<file path="config.mk">
export PLATFORM = sky130hd
export DESIGN_NAME = tank_irrigation_ctrl
export DESIGN_NICKNAME = d
export VERILOG_FILES = /design/src/rtl/tank_irrigation_ctrl.sv
export SDC_FILE = /design/constraint.sdc
export NUM_CORES = 1
export LEC_CHECK = 0
export ABC_AREA = 1
export CAP_MARGIN = 15
export CORE_ASPECT_RATIO = 0.9
export CORE_MARGIN = 5
export CORE_UTILIZATION = 35
export CTS_CLUSTER_DIAMETER = 40
export DETAILED_ROUTE_END_ITERATION = 12
export MAX_ROUTING_LAYER = met4
export SYNTH_ARGS = -nofsm -noshare
export SYNTH_HDL_FRONTEND = slang
export SYNTH_SLANG_ARGS = --single-unit
</file>
<file path="constraint.sdc">
create_clock -name clk -period 1.6 [get_ports clk]
set_input_delay 0.16 -clock clk [delete_from_list [all_inputs] [get_ports clk]]
set_output_delay 0.16 -clock clk [all_outputs]
set_load 0.01 [all_outputs]
</file>
<file path="src/rtl/tank_irrigation_ctrl.sv">
// Tank level validation, inlet valve hysteresis and duty-limited irrigation FSM.
// All sensor inputs are debounced; every output is registered.
module tank_irrigation_ctrl #(
    parameter int N_LEVELS    = 3,
    parameter int DEB_CYCLES  = 4,
    parameter int CLR_CYCLES  = 8,
    parameter int IRR_MAX     = 16,
    parameter int REST_CYCLES = 8,
    parameter int FILL_ON     = 1
) (
    input  logic                              clk,
    input  logic                              reset,
    input  logic [N_LEVELS-1:0]               Nivel,
    input  logic                              Temp,
    input  logic                              Usolo,
    input  logic                              Uar,
    output logic [$clog2(N_LEVELS+1)-1:0]     Fill,
    output logic                              ErroMedida,
    output logic                              Aspersor,
    output logic                              Gotejamento,
    output logic                              VEntrada,
    output logic                              Alarme
);

    localparam int NB = N_LEVELS + 3;
    localparam int FW = $clog2(N_LEVELS + 1);
    localparam int DW = $clog2(DEB_CYCLES + 1);
    localparam int CW = $clog2(CLR_CYCLES + 1);
    localparam int RW = $clog2(IRR_MAX + 1);
    localparam int TW = $clog2(REST_CYCLES + 1);

    typedef enum logic [1:0] {IDLE, IRRIGATE, REST} state_t;

    logic [NB-1:0]          raw;
    logic [NB-1:0]          deb_q, deb_d;
    logic [NB-1:0][DW-1:0]  deb_cnt_q, deb_cnt_d;

    logic [N_LEVELS-1:0]    lvl, lvl_inc;
    logic                   temp_deb, usolo_deb, uar_deb;
    logic                   level_ok;
    logic [FW-1:0]          level_cnt;

    logic [FW-1:0]          fill_q, fill_d;
    logic                   err_q, err_d;
    logic [CW-1:0]          clr_cnt_q, clr_cnt_d;
    logic                   vent_q, vent_d;
    logic                   alarm_q, alarm_d;

    state_t                 state_q, state_d;
    logic                   sprk_q, sprk_d;
    logic [RW-1:0]          run_q, run_d;
    logic [TW-1:0]          rest_q, rest_d;
    logic                   asp_q, asp_d;
    logic                   got_q, got_d;

    assign raw       = {Uar, Usolo, Temp, Nivel};
    assign lvl       = deb_q[N_LEVELS-1:0];
    assign temp_deb  = deb_q[N_LEVELS];
    assign usolo_deb = deb_q[N_LEVELS+1];
    assign uar_deb   = deb_q[N_LEVELS+2];

    always_comb begin
        deb_d     = deb_q;
        deb_cnt_d = deb_cnt_q;
        for (int unsigned i = 0; i < NB; i++) begin
            if (raw[i] == deb_q[i]) begin
                deb_cnt_d[i] = '0;
            end else if (deb_cnt_q[i] == DW'(DEB_CYCLES - 1)) begin
                deb_d[i]     = ~deb_q[i];
                deb_cnt_d[i] = '0;
            end else begin
                deb_cnt_d[i] = deb_cnt_q[i] + DW'(1);
            end
        end
    end

    // Thermometer code 2^k-1 has no bit in common with itself plus one.
    always_comb begin
        lvl_inc   = lvl + N_LEVELS'(1);
        level_ok  = (lvl & lvl_inc) == '0;
        level_cnt = '0;
        for (int unsigned i = 0; i < N_LEVELS; i++) begin
            level_cnt = level_cnt + FW'(lvl[i]);
        end

        fill_d    = level_ok ? level_cnt : fill_q;
        err_d     = err_q;
        clr_cnt_d = '0;
        if (!level_ok) begin
            err_d = 1'b1;
        end else if (err_q) begin
            if (clr_cnt_q == CW'(CLR_CYCLES - 1)) begin
                err_d = 1'b0;
            end else begin
                clr_cnt_d = clr_cnt_q + CW'(1);
            end
        end

        if (err_d || fill_d == FW'(N_LEVELS)) begin
            vent_d = 1'b0;
        end else if (fill_d <= FW'(FILL_ON)) begin
            vent_d = 1'b1;
        end else begin
            vent_d = vent_q;
        end
        alarm_d = err_d | (fill_d == '0);
    end

    // Next-state terms use err_d/fill_d so an abort lands on the same edge as the error.
    always_comb begin
        state_d = state_q;
        sprk_d  = sprk_q;
        run_d   = run_q;
        rest_d  = rest_q;
        case (state_q)
            IDLE: begin
                if (usolo_deb && !err_d && fill_d != '0) begin
                    state_d = IRRIGATE;
                    sprk_d  = uar_deb & ~temp_deb;
                    run_d   = '0;
                end
            end
            IRRIGATE: begin
                if (!usolo_deb || err_d || fill_d == '0 || run_q == RW'(IRR_MAX - 1)) begin
                    state_d = REST;
                    rest_d  = '0;
                end else begin
                    run_d = run_q + RW'(1);
                end
            end
            REST: begin
                if (rest_q == TW'(REST_CYCLES - 1)) begin
                    state_d = IDLE;
                end else begin
                    rest_d = rest_q + TW'(1);
                end
            end
            default: state_d = IDLE;
        endcase
        asp_d = (state_d == IRRIGATE) && sprk_d;
        got_d = (state_d == IRRIGATE) && !sprk_d;
    end

    always_ff @(posedge clk) begin
        if (reset) begin
            deb_q     <= '0;
            deb_cnt_q <= '0;
            fill_q    <= '0;
            err_q     <= 1'b0;
            clr_cnt_q <= '0;
            vent_q    <= 1'b0;
            alarm_q   <= 1'b0;
            state_q   <= IDLE;
            sprk_q    <= 1'b0;
            run_q     <= '0;
            rest_q    <= '0;
            asp_q     <= 1'b0;
            got_q     <= 1'b0;
        end else begin
            deb_q     <= deb_d;
            deb_cnt_q <= deb_cnt_d;
            fill_q    <= fill_d;
            err_q     <= err_d;
            clr_cnt_q <= clr_cnt_d;
            vent_q    <= vent_d;
            alarm_q   <= alarm_d;
            state_q   <= state_d;
            sprk_q    <= sprk_d;
            run_q     <= run_d;
            rest_q    <= rest_d;
            asp_q     <= asp_d;
            got_q     <= got_d;
        end
    end

    assign Fill        = fill_q;
    assign ErroMedida  = err_q;
    assign Aspersor    = asp_q;
    assign Gotejamento = got_q;
    assign VEntrada    = vent_q;
    assign Alarme      = alarm_q;

endmodule

</file>
==> flow_summary.json, run 1 <==
{
  "outcome": "finished, violations left",
  "violations": "setup timing",
  "fin_nets": 329,
  "clkSlewWorstSetupHoldPaths_ns": 0.09,
  "fillCellCount": 617,
  "place_ws_ns": -0.09682,
  "die_w_um": 93.09,
  "fp.dieH_um": 84.78,
  "cts-root-buf": "clkbuf_8",
  "start_util_pct": 35.76,
  "rows": 27,
  "yosys_warnings": 0,
  "end_kind": "flop",
  "top_layer_used": "met4",
  "ant_nets": 0,
  "synth_seq_cells": 47,
  "worst_slew_pin_slew_ns": 0.3229,
  "cp.required_ns": 1.80,
  "worstPathArrival_ns": 1.91,
  "yosys.cell_types.count": 28,
  "track_usage_pct": 11.02,
  "drc": 0,
  "min_path_cells": 1,
  "hold_slack_ns": 0.4226,
  "die_area_sq_um": 7891,
  "clock_latency_ns": 0.30,
  "synth_cells": 262,
  "setup_viol": 13,
  "power.density_nw_per_um2": 762.5,
  "r2r_setup_slack_ns": -0.11,
  "drt_first_pass_iters": 4,
  "place.gp.congestion": 0.7563,
  "via_per_inst": 4.579,
  "hold_buffers": 0,
  "fin_skew_ns": 0.01230,
  "area_growth_pct": 28.77,
  "synth.avg_cell_area_sq_um": 8.300,
  "holdPathEnd": "deb_cnt_q[0]",
  "overflow": 0,
  "rsz0062_at_grt": "true",
  "cts_buffer_depth": 2,
  "io_pins": 15,
  "grt_max_degree": 16,
  "fin_crit_ns": 1.712,
  "clkSinkCount": 47,
  "syn_area_sq_um": 2175,
  "hold_path_class": "reg2reg",
  "wl_per_cell_um": 10.68,
  "synth_fp_nets": 291,
  "maxCapViolations": 0,
  "hold_start": "deb_cnt_q[0]",
  "drive_gt1_share_pct": 26.91,
  "crit_start": "deb_q[2]",
  "core_sq_um": 6081,
  "fmax_mhz": 584.2,
  "fin_ws_ns": -0.1119,
  "slew-limit-headroom_pct": 78.31,
  "crit_fanout": 5,
  "r2r_cells": 11,
  "via_count": 1708,
  "cts_buffers": 5,
  "ir_worst_vdd_mv": 0.4053,
  "finalCritPeriodShare_pct": 107.0,
  "htree_levels": 2,
  "io_buffer_count": 14,
  "grt_pass1_wl_mm": 6.837,
  "grt_pass1_vias": 1554,
  "drt_first_iter_violations": 53,
  "criticalPathCategory": "reg2reg",
  "maxSlewViolCount": 0,
  "dp_hpwl_mm": 2.853,
  "finalHoldViolations": 0,
  "n_antenna_cell": 0,
  "cts_tree": "yes",
  "wl_met2_mm": 1.708,
  "r2r_start": "deb_q[2]",
  "antenna_found_initial": 0,
  "p_leak_nw": 1.125,
  "wl_mm": 3.982,
  "ys_seq_area_share_pct": 43.27,
  "startpoint_type": "flop",
  "wl_met3_um": 132,
  "m1WireLength_mm": 2.061,
  "regToRegEndpoint": "run_q[0]"
}
## cell usage in the layout (no fill, tap or decap), types with 7 or more instances in the layout
| master | instances |
|---|---|
| dfxtp_1 | 44 |
| nand2_4 | 7 |
| a21oi_1 | 14 |
| nand3_1 | 8 |
| inv_1 | 37 |
| buf_4 | 18 |
| nand2_2 | 12 |
| nor2_1 | 40 |
| nor2_2 | 8 |
| ha_1 | 20 |
| nand2_1 | 16 |
| clkdlybuf4s50_1 | 14 |
| o21ai_0 | 7 |
## layer usage
metal  global-route usage, %  vias up
li1                        -      917
met1                   15.37      763
met2                   14.72       18
met3                   3.047       10
met4                   4.660        0
met5                       -        -
## kinds of logic after synthesis
| kind of cell | count (synthesis) | share of synthesized area, % |
|---|---|---|
| AOI/OAI and AO/OA | 37 | 9.378 |
| and+or+nand+nor | 108 | 25.49 |
| xor gates and xnor gates | 4 | 1.611 |
| adders and majority gates | 21 | 12.43 |
| buffers and inverters | 45 | 7.825 |
| DFF | 47 | 43.27 |
## sequential cells by signal, summed over array words and instances (netlist names)
signal,flops
ErroMedida,1
deb_q,6
Gotejamento,1
Aspersor,1
deb_cnt_q,18
rest_q,4
run_q,5
Fill,2
sprk_q,1
clr_cnt_q,4
state_q,2
Alarme,1
VEntrada,1
## cells in the mapped netlist
library cell	count	area share [%]
a21oi_1	20	4.6
nand2_4	4	2.1
xor2_1	3	1.2
o211ai_1	6	2.1
a311oi_1	1	0.40
inv_2	3	0.52
nor2_1	48	8.3
clkinv_2	1	0.23
nor3_1	1	0.23
fa_1	1	0.92
o21ai_1	3	0.69
nor2_8	1	0.92
ha_1	20	12
dfxtp_1	47	43
nor3b_1	1	0.35
nand2_1	21	3.6
nand4_1	4	1.2
nand2_2	11	3.2
xnor2_1	1	0.40
nand4_2	1	0.58
nand3_2	2	0.92
inv_1	39	6.7
clkbuf_1	2	0.35
o21ai_0	7	1.6
nand3b_1	1	0.35
nand3_1	11	2.5
nand3_4	1	0.81
nor2_4	1	0.52
## layout make-up
type                    instances  area, sq um  share of cell area (%)
inverters                      43        168.9                   6.032
repair buffers                 33        286.5                   10.23
clock buffers                   6        82.58                   2.949
well taps                      72        90.09                   3.217
flip-flops and latches         47        947.2                   33.82
clock inverters                 2        13.76                  0.4915
multi-input cells             170         1211                   43.25
## where the power goes
part / internal, mW / leakage (nW) / switching (mW) / total, mW
Clock: 0.354 / 0.0516 / 0.403 / 0.757
Combinational: 0.0829 / 0.690 / 0.0886 / 0.172
Sequential: 1.19 / 0.383 / 0.0131 / 1.21
## stage by stage
step           instance area [sq um]  setup TNS (ns)  util (%)  total power, mW  std cells
6_report                        2800         -0.8090     46.05            2.135        373
2_1_floorplan                   2211         -0.3395         -            1.314        262
3_5_place_dp                    2539         -0.7656     41.75            1.384        360
4_1_cts                         2659         -0.9996     43.72            2.146        370
3_3_place_gp                    2539         -0.6512     41.75            1.380        360
5_1_grt                         2800          -2.381     46.05            2.250        373
## how the worst max path moves through the flow
stage	to	slack, ns	depth (start not counted)
2_1_floorplan	run_q[0]	-0.07	11
5_1_grt	run_q[1]	-0.23	11
6_report	run_q[0]	-0.11	11
3_5_place_dp	run_q[1]	-0.1	11
3_3_place_gp	run_q[0]	-0.09	11
4_1_cts	Aspersor	-0.11	11
## worst max-delay path, cell delays in order (launching register included)
cell and delay, ns:
dfxtp_2 0.34, inv_2 0.04, fa_1 0.54, nand2_2 0.06, nand2_4 0.09, nand2_8 0.08, nand3_4 0.08, nand2_4 0.08
nand2_4 0.12, clkinv_4 0.07, nor2_2 0.07, nor2_1 0.04
## timing repair
action,in CTS,in global routing
resized for setup,2,29
setup buffers,2,4
pin swaps,2,8
endpoints found under the setup margin,14,15
No activity file was read; power rests on OpenSTA's default activity.
==> run 2, diff against run 1 <==
Settings changed: CAP_MARGIN 15 to 20.
==> results of run 2 <==
Final layout, timing and power as in run 1 (identical DEF).
==> run 3, diff against run 2 <==
Settings changed: SLEW_MARGIN from default to 20.
==> results of run 3 <==
Final layout, timing and power as in run 1 (identical DEF).
==> variant (settings of run 3) <==
Add an input register stage for `Nivel`, `Temp`, `Usolo` and `Uar`, cleared by the reset; this delays them by one clock.
--- a/src/rtl/tank_irrigation_ctrl.sv
+++ b/src/rtl/tank_irrigation_ctrl.sv
@@ -33,2 +33,21 @@
 
+    logic [N_LEVELS-1:0] Nivel_q;
+    logic Temp_q;
+    logic Usolo_q;
+    logic Uar_q;
+
+    always_ff @(posedge clk) begin
+        if (reset) begin
+            Nivel_q <= '0;
+            Temp_q  <= '0;
+            Usolo_q <= '0;
+            Uar_q   <= '0;
+        end else begin
+            Nivel_q <= Nivel;
+            Temp_q  <= Temp;
+            Usolo_q <= Usolo;
+            Uar_q   <= Uar;
+        end
+    end
+
     logic [NB-1:0]          raw;
@@ -55,3 +74,3 @@
 
-    assign raw       = {Uar, Usolo, Temp, Nivel};
+    assign raw       = {Uar_q, Usolo_q, Temp_q, Nivel_q};
     assign lvl       = deb_q[N_LEVELS-1:0];
Check against the original RTL: not equivalent (Yosys sat finds a counterexample within 10 cycles, from zero or initial values and one cycle with reset high).
==> variant against run 3 <==
  * The run still ends with setup timing left
  * Sequential share of layout area is 2.8 points higher
  * Total power is 4.7% higher
  * Setup slack improved by 18 ps
  * Area after synthesis is 9.6% higher
  * Design area increased by 3.8%
  * Sequential cell count increased by 6
  * Critical path depth did not move
  * Wire length up 0.35%
  * Critical path type unchanged
  * Highest routed layer unchanged
==> variant: results (changes against run 3) <==
* Root Driver: clkbuf_8 (unchanged)
* Setup Skew at 4.36 ps (was 12.3 ps)
* Detail Placement HPWL at 2.96 mm (was 2.85 mm)
* Post-synthesis sequential area ratio at 44.5% (was 43.3%)
* Fin nets at 346 (was 329)
* Synth top cells by count: dfxtp_1 (53), nor2_1 (49), inv_1 (46), nand2_1 (29), a21oi_1 (21) (was nor2_1 (48), dfxtp_1 (47), inv_1 (39), nand2_1 (21))
* Synth cell types at 29 (was 28)
* Min-delay src: Nivel[1] (was deb_cnt_q[0])
* Hold crit path type: input port to register (was register to register)
* Fill cells at 679 (was 617)
* Largest net degree at the start of global routing at 20 (was 16)
* CP max-delay cell: fa_2 (was fa_1)
* All-layer global routing usage at 10.1% (was 11.0%)
* Crit Reg-Reg Startpoint: deb_q[0] (was deb_q[2])
* First-pass GRT wire length at 6.96 mm (was 6.84 mm)
* Worst setup margin at -93.7 ps (was -112 ps)
* Worst Tran Pin Value at 287 ps (was 323 ps)
* Reg clk slew, reported paths at 100 ps
* Share of layout cells above drive strength 1 at 21.4% (was 26.9%)
* Violated checks: setup timing (unchanged)
* Gp weighted congestion at 0.813 (was 0.756)
* Net Count, Synth at 313 (was 291)
* Vias in the first global route at 1,659 (was 1,554)
* Wirelength per Cell at 9.79 um (was 10.7 um)
* Critical Path Fanout Max at 6 (was 5)
* Outcome: complete, but fails checks (unchanged)
* Setup tns final at -703 ps (was -809 ps)
* Pre-CTS worst setup slack at -104 ps (was -96.8 ps)
* Setup Viol. Count Final at 13 (unchanged)
* Iteration-0 DRC Markers at 48 (was 53)
* Worst vdd ir at 351 uV (was 405 uV)
* Top post-synthesis cells by area: dfxtp_1 (45%), ha_1 (10%), nor2_1 (7.7%) (was dfxtp_1 (43%), ha_1 (12%), nor2_1 (8.3%))
* Placed cell area at 2740 um2 (was 2540 um2)
* Vias per cell at 4.36 (was 4.58)
variant: cell types whose count changed in the layout (fill, tap and decap cells not counted), moves of 2 or more:
cell | run 3 | this run
nand4_1 | 4 | 6
nand3_2 | 2 | 0
nand2_1 | 16 | 23
nor2_1 | 40 | 44
buf_4 | 18 | 15
inv_1 | 37 | 44
dfxtp_1 | 44 | 51
a21oi_1 | 14 | 16
variant: kinds of logic after synthesis:
family                     share of synthesized area (%)
adders and majority gates                           11.3
AOI/OAI and AO/OA                                   8.35
DFF                                                 44.5
buffers and inverters                               8.45
and+or+nand+nor                                     25.9
xor gates and xnor gates                            1.47
variant: timing repair:
item / CTS / global route
resized for setup: 4 / 15
pin swaps: 8 / 6
setup endpoints to repair: 14 / 14
setup buffers: 1 / 0
variant: tightest hold or removal path: stages:
cell	delay [ps]
clkdlybuf4s50_1	390
inv_1	50
nor2_1	30
variant: final cells by class:
type / count / share of cell area (%)
clock buffers: 5 / 2.37
clock inverters: 3 / 0.990
inverters: 50 / 6.54
multi-input cells: 178 / 40.9
flip-flops and latches: 53 / 36.6
well taps: 90 / 3.87
repair buffers: 29 / 8.70
variant: where the power goes:
| part | switching (uW) | internal [uW] | total, uW |
|---|---|---|---|
| combinational | 45.2 | 41.2 | 86.4 |
| sequential | 11.1 | 1340 | 1350 |
| clock | 473 | 328 | 801 |
variant: final timing paths:
path | slack (ps) | depth (start not counted) | to
worst max-delay path | -90 | 11 | run_q[1]
worst min-delay path | 360 | 3 | Nivel_q[1]
worst max register to register | -90 | 11 | run_q[1]
worst min register to register | 420 | 1 | deb_cnt_q[9]
variant: routing by layer:
| metal | global-route usage, % | wire (um) |
|---|---|---|
| met3 | 2.92 | 118 |
| met2 | 16.9 | 1800 |
| met5 | - | 0 |
| met4 | 2.68 | 29 |
| met1 | 12.1 | 2050 |
variant: metrics by stage:
step | util (%) | instances
finish | 44.1 | 408
global route | 44.1 | 408
CTS | 43.4 | 408
floorplan | - | 284
detailed placement | 41.5 | 399
global placement | 41.5 | 399
